`config.mk`:
```
export PLATFORM = sky130hd
export DESIGN_NAME = ex_mdu
export DESIGN_NICKNAME = d
export VERILOG_FILES = /design/src/rtl/arvi_mdu_pkg.sv /design/src/rtl/mdu_divstep.sv /design/src/rtl/ex_mdu.sv
export SDC_FILE = /design/constraint.sdc
export NUM_CORES = 1
export LEC_CHECK = 0
export BUFFER_PORTS_ARGS = -buffer_cell sky130_fd_sc_hd__buf_2
export CAP_MARGIN = 20
export CORE_UTILIZATION = 36
export CTS_CLUSTER_SIZE = 30
export DETAILED_ROUTE_END_ITERATION = 10
export GPL_TIMING_DRIVEN = 0
export PLACE_DENSITY_LB_ADDON = 0.2
export SYNTH_ARGS = -nofsm -noshare
export SYNTH_HDL_FRONTEND = slang
export SYNTH_SLANG_ARGS = --single-unit
```
`constraint.sdc`:
```
create_clock -name i_clk -period 10.3 [get_ports i_clk]
set_clock_uncertainty 0.15 [all_clocks]
set_input_delay 2.06 -clock i_clk [delete_from_list [all_inputs] [get_ports i_clk]]
set_output_delay 2.06 -clock i_clk [all_outputs]
set_load 0.02 [all_outputs]
```
`src/rtl/arvi_mdu_pkg.sv`:
```
// arvi_mdu_pkg -- shared types for the EX-stage multiply/divide unit.
//   state_e      : controller states (IDLE / BUSY / DONE)
//   F3_*         : RV32M funct3 encodings
//   op_class_t   : per-op decode (is_div, is_signed_a, is_signed_b)
//   op_class()   : funct3 -> op_class_t
package arvi_mdu_pkg;

  typedef enum logic [1:0] {
    ST_IDLE = 2'd0,
    ST_BUSY = 2'd1,
    ST_DONE = 2'd2
  } state_e;

  localparam logic [2:0] F3_MUL    = 3'b000;
  localparam logic [2:0] F3_MULH   = 3'b001;
  localparam logic [2:0] F3_MULHSU = 3'b010;
  localparam logic [2:0] F3_MULHU  = 3'b011;
  localparam logic [2:0] F3_DIV    = 3'b100;
  localparam logic [2:0] F3_DIVU   = 3'b101;
  localparam logic [2:0] F3_REM    = 3'b110;
  localparam logic [2:0] F3_REMU   = 3'b111;

  typedef struct packed {
    logic is_div;
    logic is_signed_a;
    logic is_signed_b;
  } op_class_t;

  // MUL is treated as unsigned: the low half of the product does not
  // depend on operand signedness.
  function automatic op_class_t op_class(input logic [2:0] f3);
    op_class_t c;
    c.is_div = f3[2];
    unique case (f3)
      F3_MULH, F3_DIV, F3_REM: begin
        c.is_signed_a = 1'b1;
        c.is_signed_b = 1'b1;
      end
      F3_MULHSU: begin
        c.is_signed_a = 1'b1;
        c.is_signed_b = 1'b0;
      end
      default: begin
        c.is_signed_a = 1'b0;
        c.is_signed_b = 1'b0;
      end
    endcase
    return c;
  endfunction

endpackage

```
`src/rtl/mdu_divstep.sv`:
```
// mdu_divstep -- one combinational restoring-division step on magnitudes.
//   rem      : partial remainder (always < dvs)
//   quo      : dividend bits still to be shifted in (MSB first); quotient
//              bits are shifted in at the LSB
//   dvs      : divisor magnitude
//   rem_next : partial remainder after this step
//   quo_next : quo shifted left with the new quotient bit at the LSB
module mdu_divstep #(
  parameter int XLEN = 32
) (
  input  logic [XLEN-1:0] rem,
  input  logic [XLEN-1:0] quo,
  input  logic [XLEN-1:0] dvs,
  output logic [XLEN-1:0] rem_next,
  output logic [XLEN-1:0] quo_next
);

  logic [XLEN:0] trial;
  logic [XLEN:0] diff;
  logic          fits;

  // trial < 2*dvs, so the MSB of the XLEN+1 bit difference is a valid borrow.
  assign trial    = {rem, quo[XLEN-1]};
  assign diff     = trial - {1'b0, dvs};
  assign fits     = ~diff[XLEN];
  assign rem_next = fits ? diff[XLEN-1:0] : trial[XLEN-1:0];
  assign quo_next = {quo[XLEN-2:0], fits};

endmodule

```
`src/rtl/ex_mdu.sv`:
```
// ex_mdu -- iterative RV M-extension multiply/divide unit for the EX stage.
// Shift-add multiply and restoring divide, one bit per cycle on operand
// magnitudes, with the sign applied when the result is finalised.
// Build option: ARVI_MDU_DIV_EN -- when defined the divider is present;
// otherwise DIV/DIVU/REM/REMU complete at once with o_illegal=1, o_res=0.
// Ports:
//   i_clk, i_rst   : clock, synchronous active-low reset
//   i_valid        : request from EX; accepted when o_ready && !i_kill
//   o_ready        : idle, can accept
//   i_f3           : RV M funct3
//   i_rs1, i_rs2   : operands (captured at acceptance)
//   i_kill         : flush; abandons any operation
//   o_valid        : one-cycle result strobe
//   o_res          : result, held until the next o_valid
//   o_illegal      : op not available in this build (qualified by o_valid)
//   o_stall        : EX-stage hold request (i_valid && !o_valid)
module ex_mdu
  import arvi_mdu_pkg::*;
#(
  parameter int XLEN = 32
) (
  input  logic            i_clk,
  input  logic            i_rst,
  input  logic            i_valid,
  output logic            o_ready,
  input  logic [2:0]      i_f3,
  input  logic [XLEN-1:0] i_rs1,
  input  logic [XLEN-1:0] i_rs2,
  input  logic            i_kill,
  output logic            o_valid,
  output logic [XLEN-1:0] o_res,
  output logic            o_illegal,
  output logic            o_stall
);

  localparam int CW = $clog2(XLEN) + 1;
  localparam logic [CW-1:0] LAST = CW'(XLEN - 1);

  state_e            state;
  logic [CW-1:0]     cnt;
  logic [2:0]        f3_q;
  logic [XLEN-1:0]   opa_q;     // multiplicand / divisor magnitude
  logic [2*XLEN-1:0] acc_q;     // {hi, lo}: product, or {remainder, quotient}
  logic              neg_q;     // negate product / quotient
  logic [XLEN-1:0]   fin_q;     // result presented while in DONE
  logic [XLEN-1:0]   res_q;     // last delivered result
  logic              ill_q;

  // ---------------- acceptance decode ----------------
  op_class_t       cls;
  logic            rs1_neg, rs2_neg;
  logic [XLEN-1:0] mag1, mag2;
  logic            accept;

  assign cls     = op_class(i_f3);
  assign rs1_neg = cls.is_signed_a & i_rs1[XLEN-1];
  assign rs2_neg = cls.is_signed_b & i_rs2[XLEN-1];
  assign mag1    = rs1_neg ? -i_rs1 : i_rs1;
  assign mag2    = rs2_neg ? -i_rs2 : i_rs2;
  assign accept  = i_valid & ~i_kill;

  // ---------------- multiply step ----------------
  // The multiplier sits in acc_q[lo] and is consumed from bit 0 while the
  // partial product shifts down into the vacated positions.
  logic [XLEN:0]     mul_sum;
  logic [2*XLEN-1:0] mul_next;
  logic [2*XLEN-1:0] mul_prod;

  assign mul_sum  = {1'b0, acc_q[2*XLEN-1:XLEN]} + (acc_q[0] ? {1'b0, opa_q} : '0);
  assign mul_next = {mul_sum, acc_q[XLEN-1:1]};
  assign mul_prod = neg_q ? -mul_next : mul_next;

  logic [2*XLEN-1:0] acc_next;
  logic [XLEN-1:0]   fin_next;

`ifdef ARVI_MDU_DIV_EN
  localparam logic [XLEN-1:0] MIN_NEG = {1'b1, {(XLEN-1){1'b0}}};

  logic              neg_rem_q;
  logic [XLEN-1:0]   rem_n, quo_n;
  logic              div_zero, div_ovf;
  logic [XLEN-1:0]   fast_res;

  mdu_divstep #(.XLEN(XLEN)) u_divstep (
    .rem      (acc_q[2*XLEN-1:XLEN]),
    .quo      (acc_q[XLEN-1:0]),
    .dvs      (opa_q),
    .rem_next (rem_n),
    .quo_next (quo_n)
  );

  assign div_zero = cls.is_div & (i_rs2 == '0);
  assign div_ovf  = cls.is_div & ~i_f3[0] & (i_rs1 == MIN_NEG) & (i_rs2 == '1);
  // i_f3[1] selects the remainder.
  assign fast_res = div_zero ? (i_f3[1] ? i_rs1 : '1)
                             : (i_f3[1] ? '0    : i_rs1);

  assign acc_next = f3_q[2] ? {rem_n, quo_n} : mul_next;

  // NOTE: every output of an always_comb gets a default first so no path
  // through the block can leave it unassigned and infer a latch.
  always_comb begin
    fin_next = mul_prod[XLEN-1:0];
    if (f3_q[2]) begin
      if (f3_q[1]) fin_next = neg_rem_q ? -rem_n : rem_n;
      else         fin_next = neg_q     ? -quo_n : quo_n;
    end else if (f3_q != F3_MUL) begin
      fin_next = mul_prod[2*XLEN-1:XLEN];
    end
  end
`else
  assign acc_next = mul_next;

  always_comb begin
    fin_next = mul_prod[XLEN-1:0];
    if (f3_q != F3_MUL) fin_next = mul_prod[2*XLEN-1:XLEN];
  end
`endif

  // ---------------- controller ----------------
  // NOTE: operand/accumulator registers are not reset: they are always
  // loaded at acceptance before anything reads them.
  always_ff @(posedge i_clk) begin
    if (accept && state == ST_IDLE) begin
      f3_q  <= i_f3;
      opa_q <= mag2;
      acc_q <= {{XLEN{1'b0}}, mag1};
      neg_q <= rs1_neg ^ rs2_neg;
`ifdef ARVI_MDU_DIV_EN
      neg_rem_q <= rs1_neg;
`endif
    end else if (state == ST_BUSY) begin
      acc_q <= acc_next;
    end
  end

  // NOTE: sequential state uses non-blocking assignments so every register
  // samples pre-edge values regardless of statement order.
  always_ff @(posedge i_clk) begin
    if (!i_rst) begin
      state <= ST_IDLE;
      cnt   <= '0;
      fin_q <= '0;
      res_q <= '0;
      ill_q <= 1'b0;
    end else begin
      unique case (state)
        ST_IDLE: begin
          if (accept) begin
            cnt   <= '0;
            ill_q <= 1'b0;
            state <= ST_BUSY;
`ifdef ARVI_MDU_DIV_EN
            if (div_zero || div_ovf) begin
              fin_q <= fast_res;
              state <= ST_DONE;
            end
`else
            if (cls.is_div) begin
              fin_q <= '0;
              ill_q <= 1'b1;
              state <= ST_DONE;
            end
`endif
          end
        end
        ST_BUSY: begin
          if (i_kill) begin
            state <= ST_IDLE;
          end else begin
            cnt <= cnt + CW'(1);
            if (cnt == LAST) begin
              fin_q <= fin_next;
              state <= ST_DONE;
            end
          end
        end
        ST_DONE: begin
          state <= ST_IDLE;
          if (!i_kill) res_q <= fin_q;
        end
        default: state <= ST_IDLE;
      endcase
    end
  end

  // A kill during DONE must hide the strobe and keep the old result
  // visible, so the strobe and result mux are gated by i_kill here.
  assign o_ready   = (state == ST_IDLE);
  assign o_valid   = (state == ST_DONE) & ~i_kill;
  assign o_res     = o_valid ? fin_q : res_q;
  assign o_illegal = o_valid & ill_q;
  assign o_stall   = i_valid & ~o_valid;

endmodule

```
==> reports/summary.txt <==
Hold_buf cts -> 0
Placed Cells -> 1822
Met3 WL -> 1550 µm
RSZ-0062 raised after global routing -> false
Slowest CP cell -> clkbuf_1
DRT iter0 DRCs -> 819
Post-synth cell types -> 78
DRC -> 14
Top layer in use -> met4
Routed vias -> 10200
Status -> finished, violations left
Number of port buffers -> 104
Crit Path Max Fanout -> 10
Max VDD drop -> 126 µV
Wl on met1 -> 17100 µm
Final nets -> 1554
Design area -> 13000 µm²
Die area -> 32200 µm²
Tmin final -> 6.16 ns
Post-synth EDFFs -> 68
Post-DRT Antenna Nets -> 0
Synth area leaders -> dfxtp_1 19%, edfxtp_1 18%, xnor2_1 5.7%
Insertion delay to the later sink of the worst-skew pair -> 0.45 ns
Non-filler cells, final -> 1855
CP Class -> in -> out
Slowest Stage Delay on Critical Path -> 0.45 ns
Routability-driven placement congestion ratio -> 0.924
Seq/Total Area, Yosys -> 36.5%
Fin crit share -> 59.8%
Gr ovfl total -> 0
FFs w/ async S/R, synth -> 0%
Top Ports -> 107
Setup TNS -> 0 ns
Share of cells above drive strength 1 -> 13.0%
Area post-placement -> 12400 µm²
Initial antenna violation count -> 0
Area grow syn2layout -> 14.9%
CTS sink cnt -> 173
Most frequent cells in the layout -> 158 x nand2_1, 106 x buf_2, 105 x dfxtp_1
Failing checks -> DRC
Setup ws final -> 4.14 ns
CTS root buf -> clkbuf_16
Max H-tree Level -> 4
Slew headroom -> 33.4%
Number of core rows -> 64
Worst path cell trace -> clkbuf_1 > nor3b_1 > buf_2 > clkbuf_1 > mux2_2 > buf_2
Post-Syn Area -> 11300 µm²
Synth top area share -> 18.5%
Pwr/cell area -> 142 nW/µm²
Cts bufs inserted -> 17
Syn_nets -> 1428
FF+latch count, synth -> 173
Wire length on met2 -> 14500 µm
Synth area leader -> dfxtp_1
Final core utilization -> 42.3%
Clk buf depth -> 2
GRT Util Overall -> 21.1%
Post-Synthesis Cells -> 1320
WL/cell -> 18.3 µm
Total Wirelength -> 33900 µm
Fmax -> 162 MHz
Static leakage power -> 4.97 nW
Final Hold Fails -> 0
Core area -> 30800 µm²
Postcts setup bufs -> 0
Arrival time worst endpoint -> 3.95 ns
Min-Delay Path Class -> reg -> reg
Worst Setup Start Kind -> primary input
CTS-repair resized insts -> 0
DP Wirelength -> 27000 µm
Most common cell after layout, fill and taps aside -> nand2_1
CP required -> 8.09 ns
Worst Tran Pin Value -> 0.992 ns
First-pass GRT wire length -> 53600 µm
Drt pass-1 iters -> 8
Vias in the first global route -> 9540
Die height -> 180 µm
Setup WS pre-CTS -> 4.15 ns
Starting Density -> 36.8%
CP endpoint kind -> primary output
Register clock-pin slew on the reported worst setup and hold paths -> 0.08 ns
Slew Limit Fails -> 0
TritonCTS clock tree -> built
Finish-stage setup viols -> 0
Largest net degree at the start of global routing -> 45
Yosys Warn Count -> 0
Syn_area_per_cell -> 8.59 µm²
Vias per std cell -> 5.52
Max_cap viols -> 0
DIE WIDTH -> 180 µm
Ant diodes -> 0
Ys flop type -> dfxtp_1
## area by class of cell
cell class	instances	area, µm²
Sequential cell	173	4140
Multi-Input combinational cell	1061	6880
Tap cell	396	495
Fill cell	3113	17800
Buffer	66	249
Clock inverter	15	206
Clock buffer	17	425
Timing Repair Buffer	107	566
Inverter	20	76.3
## cell families after synthesis
kind of cell               after synthesis  share of synthesized area, %
DFF                                    173                          36.5
and+or+nand+nor                        481                          21.6
adders and majority gates               37                          4.15
xor gates and xnor gates               132                          10.2
AOI/OAI and AO/OA                      375                          21.1
muxes                                   36                          3.54
buffers and inverters                   86                          2.86
## sequential cells by signal, summed over array words and instances (netlist names)
name / flops
acc_q: 64
cnt: 6
res_q: 32
ill_q: 1
neg_q: 1
state: 2
f3_q: 3
opa_q: 32
fin_q: 32
## where the power goes
group | internal (mW) | total [mW] | leakage [nW] | switching (mW)
Clock | 0.339 | 0.690 | 0.305 | 0.351
Combinational | 0.140 | 0.388 | 3.18 | 0.248
Sequential | 0.749 | 0.777 | 1.49 | 0.0273
Total | 1.23 | 1.85 | 4.97 | 0.626
## through the flow
step	total power, mW	hold slack, ns
floorplan	1.04	0.260
global route	1.93	0.319
finish	1.85	0.291
global placement	1.17	0.280
CTS	1.86	0.294
detailed placement	1.17	0.281
## worst max-delay path: cells and delay by family
family                 cells  cell delay [ns]
buffers and inverters      4             1.05
AND/OR/NAND/NOR            1             0.42
multiplexers               1             0.41
## cells in the mapped netlist (all sizes together), types with 4 or more instances
master,number
nor2b,4
inv,19
a21oi,79
a22oi,15
clkbuf,61
a21o,11
nor3,27
and2,81
xor2,58
xnor2,74
a22o,20
o31ai,30
dfxtp,105
buf,5
o41ai,12
nand2,158
o21ai,128
edfxtp,68
or4,11
nor4,16
nand3b,4
a21boi,5
a211oi,7
nand2b,15
a31oi,11
and3,6
mux2,33
a2111oi,4
o211ai,17
nor2,69
ha,36
o21a,9
or2,5
nand3,26
or3,27
nand4,21
## path summary, 6_finish.rpt
check | start | end | slack, ns | cells past startpoint
worst max register to register | acc_q[0]$_DFFE_PP_ | fin_q[31]$_SDFFE_PN0P_ | 4.62 | 16
worst min-delay path | fin_q[13]$_SDFFE_PN0P_ | fin_q[13]$_SDFFE_PN0P_ | 0.29 | 2
worst max-delay path | i_kill | o_res[24] | 4.14 | 6
worst min register to register | fin_q[13]$_SDFFE_PN0P_ | fin_q[13]$_SDFFE_PN0P_ | 0.29 | 2
## per-layer routing
metal  track usage, %  vias to the layer above
met1             30.7                     4832
met3             2.96                       47
met4             6.62                        0
met5                0                        -
met2             32.0                      257
li1                 -                     5104
No activity file was read; power rests on OpenSTA's default activity.
